===== src/rtl/sync_fifo_ptr_if.sv =====
// Handshake and status bundle between a FIFO and its producer/consumer.
// The master side drives requests and write data; the slave side is the FIFO.
interface sync_fifo_ptr_if #(
    parameter int unsigned DATA_W = 8,
    parameter int unsigned ADDR_W = 6
);
    logic              wr_en;
    logic [DATA_W-1:0] wr_data;
    logic              rd_en;
    logic [DATA_W-1:0] rd_data;
    logic              rd_valid;
    logic              full;
    logic              empty;
    logic              almost_full;
    logic [ADDR_W:0]   count;
    logic              overflow;
    logic              underflow;

    modport master (
        output wr_en, wr_data, rd_en,
        input  rd_data, rd_valid, full, empty, almost_full, count, overflow, underflow
    );

    modport slave (
        input  wr_en, wr_data, rd_en,
        output rd_data, rd_valid, full, empty, almost_full, count, overflow, underflow
    );
endinterface


===== src/rtl/sync_fifo_ptr.sv =====
// Single-clock FIFO using (ADDR_W+1)-bit wrap-bit pointers to separate full from empty,
// with a registered read port and sticky overflow/underflow flags.
module sync_fifo_ptr #(
    parameter int unsigned DATA_W   = 8,
    parameter int unsigned ADDR_W   = 6,
    parameter int unsigned AFULL_TH = 56
) (
    input logic                  clk,
    input logic                  rst,
    sync_fifo_ptr_if.slave       bus
);
    localparam int unsigned DEPTH = 1 << ADDR_W;
    localparam logic [ADDR_W:0] AfullTh = (ADDR_W + 1)'(AFULL_TH);

    logic [DATA_W-1:0] mem_q [DEPTH];

    logic [ADDR_W:0]   wr_ptr_q, wr_ptr_d;
    logic [ADDR_W:0]   rd_ptr_q, rd_ptr_d;
    logic [DATA_W-1:0] rd_data_q, rd_data_d;
    logic              rd_valid_q, rd_valid_d;
    logic              overflow_q, overflow_d;
    logic              underflow_q, underflow_d;

    logic              full, empty;
    logic              wr_accept, rd_accept;
    logic [ADDR_W:0]   count;

    assign empty = (wr_ptr_q == rd_ptr_q);
    assign full  = (wr_ptr_q[ADDR_W] != rd_ptr_q[ADDR_W]) &&
                   (wr_ptr_q[ADDR_W-1:0] == rd_ptr_q[ADDR_W-1:0]);
    assign count = wr_ptr_q - rd_ptr_q;

    // Acceptance uses pre-edge flags: no write-through when empty, no read-through when full.
    assign wr_accept = bus.wr_en && !full;
    assign rd_accept = bus.rd_en && !empty;

    always_comb begin
        wr_ptr_d    = wr_ptr_q;
        rd_ptr_d    = rd_ptr_q;
        rd_data_d   = rd_data_q;
        rd_valid_d  = rd_accept;
        overflow_d  = overflow_q  || (bus.wr_en && full);
        underflow_d = underflow_q || (bus.rd_en && empty);
        if (wr_accept) begin
            wr_ptr_d = wr_ptr_q + 1'b1;
        end
        if (rd_accept) begin
            rd_ptr_d  = rd_ptr_q + 1'b1;
            rd_data_d = mem_q[rd_ptr_q[ADDR_W-1:0]];
        end
    end

    always_ff @(posedge clk) begin
        if (rst) begin
            wr_ptr_q    <= '0;
            rd_ptr_q    <= '0;
            rd_data_q   <= '0;
            rd_valid_q  <= 1'b0;
            overflow_q  <= 1'b0;
            underflow_q <= 1'b0;
        end else begin
            wr_ptr_q    <= wr_ptr_d;
            rd_ptr_q    <= rd_ptr_d;
            rd_data_q   <= rd_data_d;
            rd_valid_q  <= rd_valid_d;
            overflow_q  <= overflow_d;
            underflow_q <= underflow_d;
        end
    end

    // Storage carries no reset; stale contents are unreachable once the pointers clear.
    always_ff @(posedge clk) begin
        if (!rst && wr_accept) begin
            mem_q[wr_ptr_q[ADDR_W-1:0]] <= bus.wr_data;
        end
    end

    assign bus.rd_data     = rd_data_q;
    assign bus.rd_valid    = rd_valid_q;
    assign bus.full        = full;
    assign bus.empty       = empty;
    assign bus.almost_full = (count >= AfullTh);
    assign bus.count       = count;
    assign bus.overflow    = overflow_q;
    assign bus.underflow   = underflow_q;
endmodule


===== src/flat_wrapper.sv =====
// flat-port wrapper written by rule: the top's interface ports become plain ports
module sync_fifo_ptr_flat 
#(
    parameter int unsigned DATA_W   = 8,
    parameter int unsigned ADDR_W   = 6,
    parameter int unsigned AFULL_TH = 56
)
  (clk, rst, bus_wr_en, bus_wr_data, bus_rd_en, bus_rd_data, bus_rd_valid, bus_full, bus_empty, bus_almost_full, bus_count, bus_overflow, bus_underflow);
  sync_fifo_ptr_if #(.DATA_W(DATA_W), .ADDR_W(ADDR_W)) bus_i ();
  input logic clk;
  input logic rst;
  input wire logic [$bits(bus_i.wr_en)-1:0] bus_wr_en;
  input wire logic [$bits(bus_i.wr_data)-1:0] bus_wr_data;
  input wire logic [$bits(bus_i.rd_en)-1:0] bus_rd_en;
  output wire logic [$bits(bus_i.rd_data)-1:0] bus_rd_data;
  output wire logic [$bits(bus_i.rd_valid)-1:0] bus_rd_valid;
  output wire logic [$bits(bus_i.full)-1:0] bus_full;
  output wire logic [$bits(bus_i.empty)-1:0] bus_empty;
  output wire logic [$bits(bus_i.almost_full)-1:0] bus_almost_full;
  output wire logic [$bits(bus_i.count)-1:0] bus_count;
  output wire logic [$bits(bus_i.overflow)-1:0] bus_overflow;
  output wire logic [$bits(bus_i.underflow)-1:0] bus_underflow;
  assign bus_i.wr_en = bus_wr_en;
  assign bus_i.wr_data = bus_wr_data;
  assign bus_i.rd_en = bus_rd_en;
  assign bus_rd_data = bus_i.rd_data;
  assign bus_rd_valid = bus_i.rd_valid;
  assign bus_full = bus_i.full;
  assign bus_empty = bus_i.empty;
  assign bus_almost_full = bus_i.almost_full;
  assign bus_count = bus_i.count;
  assign bus_overflow = bus_i.overflow;
  assign bus_underflow = bus_i.underflow;
  sync_fifo_ptr #(.DATA_W(DATA_W), .ADDR_W(ADDR_W), .AFULL_TH(AFULL_TH)) u_core (.clk(clk), .rst(rst), .bus(bus_i));
endmodule

===== config.mk =====
export PLATFORM = sky130hd
export DESIGN_NAME = sync_fifo_ptr_flat
export DESIGN_NICKNAME = d
export VERILOG_FILES = /design/src/rtl/sync_fifo_ptr_if.sv /design/src/rtl/sync_fifo_ptr.sv /design/src/flat_wrapper.sv
export SDC_FILE = /design/constraint.sdc
export NUM_CORES = 1
export LEC_CHECK = 0
export CORE_ASPECT_RATIO = 0.6
export CORE_MARGIN = 2
export CORE_UTILIZATION = 50
export CTS_BUF_LIST = sky130_fd_sc_hd__clkbuf_4
export CTS_CLUSTER_SIZE = 8
export DETAILED_ROUTE_END_ITERATION = 7
export GPL_TIMING_DRIVEN = 1
export PLACE_DENSITY = 0.76
export REMOVE_ABC_BUFFERS = 1
export SETUP_SLACK_MARGIN = 0.1
export SYNTH_ARGS = -nofsm -noshare
export SYNTH_HDL_FRONTEND = slang
export SYNTH_SLANG_ARGS = --single-unit

===== constraint.sdc =====
create_clock -name clk -period 4.3 [get_ports clk]
set_input_delay 0.86 -clock clk [delete_from_list [all_inputs] [get_ports clk]]
set_output_delay 0.86 -clock clk [all_outputs]
set_load 0.05 [all_outputs]

==> qor.tcl, run 1 <==
set qor(cts.sinks) 537
set qor(finalSetupViolations) 0
set qor(antenna_cells_inserted) 0
set qor(slew_headroom) 0.196
set qor(fin_crit_sh) 0.981
set qor(totalWireLength_um) 51400
set qor(grt.overflow.total) 0
set qor(syn_inst) 1172
set qor(ant_nets) 0
set qor(result_of_the_run) {finished, final reports clean}
set qor(critPathTopFamily) {simple AND/OR/NAND/NOR gates}
set qor(die_width_um) 272
set qor(boundaryPins) 33
set qor(worst-endpoint-required_ns) 3.44
set qor(power_per_standard_cell_area_nw_per_um2) 443
set qor(detail_route.vias_per_cell) 6.02
set qor(pre_cts_ws_ns) 0.624
set qor(maxUsedRoutingLayer) {met4}
set qor(slew_violations) 0
set qor(post-dp-hpwl_um) 32400
set qor(cts_tree) {done}
set qor(synth.yosys.seq_area_share) 0.739
set qor(timing_hold_violations_final) 0
set qor(post_synth_main_area_contributors) {sky130_fd_sc_hd__edfxtp_1 (72%), sky130_fd_sc_hd__mux4_2 (9.7%), sky130_fd_sc_hd__mux2i_1 (2.6%), sky130_fd_sc_hd__dfxtp_1 (2.3%), sky130_fd_sc_hd__nor2_1 (1.7%)}
set qor(filler_cell_count) 3205
set qor(detailroute.wirelength.met3_um) 5980
set qor(syn-mean-instance-area_um2) 18.3
set qor(maxCapViolCount) 0
set qor(synth_top_cell_by_area) {sky130_fd_sc_hd__edfxtp_1}
set qor(worst_path_largest_cell_delay_ns) 0.46
set qor(design.final.nets) 1348
set qor(cts-buffers-inserted) 113
set qor(routedWlPerCell_um) 25.9
set qor(detailed_place.area_um2) 22600
set qor(synth-seq-cells) 537
set qor(synth_enable_flop_cells) 512
set qor(floorplan.initialDensity) 0.510
set qor(worstSetupEndpointType) {output port}
set qor(setup_tns_ns) 0
set qor(fin_crit_ns) 4.22
set qor(synth-warning-count) 0
set qor(hp-class) {in -> reg}
set qor(worst_clock_skew_ns) 0.0682
set qor(grt_max_degree) 95
set qor(placeableCoreArea_um2) 42200
set qor(critical-path-slowest-cell) {sky130_fd_sc_hd__or4b_1}
set qor(flow.area_growth_from_synthesis_pct) 12.4
set qor(die_area_um2) 44700
set qor(clock_tree.buffer_depth) 3
set qor(worst_ep_arrival_time_ns) 3.36
set qor(antenna_violations_before_repair) 2
set qor(yosys.area.top_type_share) 0.716
set qor(netlist_area_um2) 21500
set qor(max_slew.worst_pin.slew_ns) 1.21
set qor(layout_setup_ws_ns) 0.0823
set qor(route.vias.total) 11900
set qor(max_clock_freq_ghz) 0.237
set qor(utilization) 0.573
set qor(max-vdd-ir-drop_uv) 270
set qor(met2_length_um) 21400
set qor(gpl.final_weighted_congestion) 0.923
set qor(stdcell_area_um2) 24100
set qor(timing.critical_path.cells) {clkinvlp_4, fa_2, nor2b_1, o21ai_1, nor3b_4, nor4_2, or4b_1, o211ai_1, clkbuf_16}
set qor(cts.root.buffer_cell) {sky130_fd_sc_hd__clkbuf_4}
set qor(final-instance-count-excl-fill) 1986
set qor(postSynth.asyncResetShare) 0
set qor(first_pass_iteration_count_of_the_detailed_router) 5
set qor(mostFrequentLayoutCell) {sky130_fd_sc_hd__edfxtp_1}
set qor(synthDistinctLibCells) 64
set qor(worstPathMaxFanout) 7
set qor(clk_pin_slew_worst_paths_ns) 0.08
set qor(floorplan.rows) 58
set qor(die_h_um) 165
set qor(globalRouteTotalUtil) 0.235
set qor(port_buffers) 32
set qor(yosys_most_used_dff) {sky130_fd_sc_hd__edfxtp_1}
set qor(post_route_cells_drive_above_1_share) 0.271
set qor(most-common-layout-cells) {sky130_fd_sc_hd__edfxtp_1 (512), sky130_fd_sc_hd__clkbuf_4 (171), sky130_fd_sc_hd__nor2_1 (96)}
set qor(detailed_routing_wirelength_on_met1_um) 23100
set qor(drcViolationCount) 0
set qor(critical_path_class) {reg -> out}
set qor(unrepaired_setup_endpoints_after_global_routing) {yes}
set qor(grt_pass1_vias) 11600
set qor(h-tree-depth) 3
set qor(worst_setup_path_start_kind) {flip-flop}
set qor(worst_skew_pair_later_pin_latency_ns) 0.86
set qor(critPathBufInv) 2
set qor(power.static_leakage_nw) 7.66
set qor(hold_buffers) 0
set qor(drt_iter0_drc) 1619
set qor(dp.cells) 1777
set qor(grt_pass1_wl_um) 75800
-- what timing repair did --
item / 4_1_cts / 5_1_grt
buffers inserted: 2 / 3
setup endpoints to repair: 2 / 1
resized for setup: 12 / 8
pin swaps: 3 / 3
-- registers in the layout (all words and copies together), names as in the netlist --
register              count
u_core.mem_q            512
u_core.rd_ptr_q           7
u_core.bus.rd_valid       1
u_core.bus.rd_data        8
u_core.bus.underflow      1
u_core.wr_ptr_q           7
u_core.bus.overflow       1
-- synth_stat cells (3+ instances only) --
cell,count
sky130_fd_sc_hd__buf_2,11
sky130_fd_sc_hd__and4_1,3
sky130_fd_sc_hd__buf_1,5
sky130_fd_sc_hd__buf_12,4
sky130_fd_sc_hd__dfxtp_1,25
sky130_fd_sc_hd__xnor2_1,9
sky130_fd_sc_hd__buf_6,13
sky130_fd_sc_hd__nand4_1,7
sky130_fd_sc_hd__mux4_2,93
sky130_fd_sc_hd__o21ai_0,19
sky130_fd_sc_hd__xor2_1,3
sky130_fd_sc_hd__o221ai_1,9
sky130_fd_sc_hd__nor2_1,96
sky130_fd_sc_hd__a22oi_1,9
sky130_fd_sc_hd__nand2_1,73
sky130_fd_sc_hd__a21oi_1,21
sky130_fd_sc_hd__or3_1,5
sky130_fd_sc_hd__mux2i_1,55
sky130_fd_sc_hd__inv_1,14
sky130_fd_sc_hd__edfxtp_1,512
sky130_fd_sc_hd__a221oi_1,8
sky130_fd_sc_hd__ha_1,8
sky130_fd_sc_hd__a211oi_1,20
sky130_fd_sc_hd__mux4_1,6
sky130_fd_sc_hd__clkbuf_1,20
sky130_fd_sc_hd__buf_4,10
sky130_fd_sc_hd__nor3_1,8
sky130_fd_sc_hd__nor4_1,10
sky130_fd_sc_hd__nor2b_1,15
sky130_fd_sc_hd__nand3_1,28
-- layer usage --
metal | vias up | track usage
met5 | - | 0
met4 | 0 | 0.0622
met3 | 68 | 0.0726
met2 | 742 | 0.315
met1 | 6046 | 0.371
li1 | 5090 | -
-- layout make-up --
cell class / count / area, µm² / area share
clock buffers: 171 / 1280 / 0.0532
clock inverters: 33 / 164 / 0.00679
inverters: 17 / 67.6 / 0.00280
multi-input cells: 554 / 5110 / 0.212
flip-flops and latches: 537 / 15900 / 0.658
well taps: 570 / 713 / 0.0295
repair buffers: 104 / 906 / 0.0375
-- worst reg2reg max path, cell delays in order (launching register included) --
cell and delay [ns]:
sky130_fd_sc_hd__dfxtp_4 0.35, sky130_fd_sc_hd__buf_4 0.13, sky130_fd_sc_hd__buf_4 0.52, sky130_fd_sc_hd__buf_4 0.73, sky130_fd_sc_hd__mux4_2 0.45, sky130_fd_sc_hd__o21ai_0 0.69
sky130_fd_sc_hd__and4_1 0.34, sky130_fd_sc_hd__a311oi_1 0.09
-- path summary, 6_finish.rpt --
| kind | cells past startpoint | slack (ns) | endpoint | start |
|---|---|---|---|---|
| worst min register to register | 2 | 0.48 | u_core.bus.overflow$_SDFF_PP0_ | u_core.bus.overflow$_SDFF_PP0_ |
| worst max register to register | 7 | 0.87 | u_core.bus.rd_data[7]$_SDFFE_PP0P_ | u_core.rd_ptr_q[1]$_SDFFE_PP0P_ |
| worst max-delay path | 9 | 0.08 | bus_almost_full | u_core.wr_ptr_q[1]$_SDFFE_PP0N_ |
| worst min-delay path | 1 | 0.47 | u_core.mem_q[12][5]$_DFFE_PP_ | bus_wr_data[5] |
-- per-stage QoR --
stage	power, W	hold slack [ns]
4_1_cts	0.0108	0.391
2_1_floorplan	0.00664	0.464
3_3_place_gp	0.00699	0.459
6_report	0.0107	0.472
5_1_grt	0.0111	0.401
3_5_place_dp	0.00700	0.459
-- cell families (layout without fill, tap and decap cells) --
family          after synthesis  count (layout)  synth area share
flops                       537             537             0.739
simple gates                264             264            0.0573
mux                         156             156             0.132
compound gates              113             113            0.0371
buf+inv                      81             325            0.0246
xor+xnor                     12              12           0.00489
fa+ha+maj                     9               9           0.00559
-- where the power goes --
group          internal (W)  switching, W
Combinational      0.000440      0.000694
Sequential          0.00575     0.0000251
Clock               0.00187       0.00193
Total               0.00806       0.00265
(Power assumes the default switching activity.)
==> run 2, diff against run 1 <==
- CTS_CLUSTER_SIZE: 8 -> not set
==> results of run 2 <==
No change in the layout: final DEF, timing and power equal those of run 1.
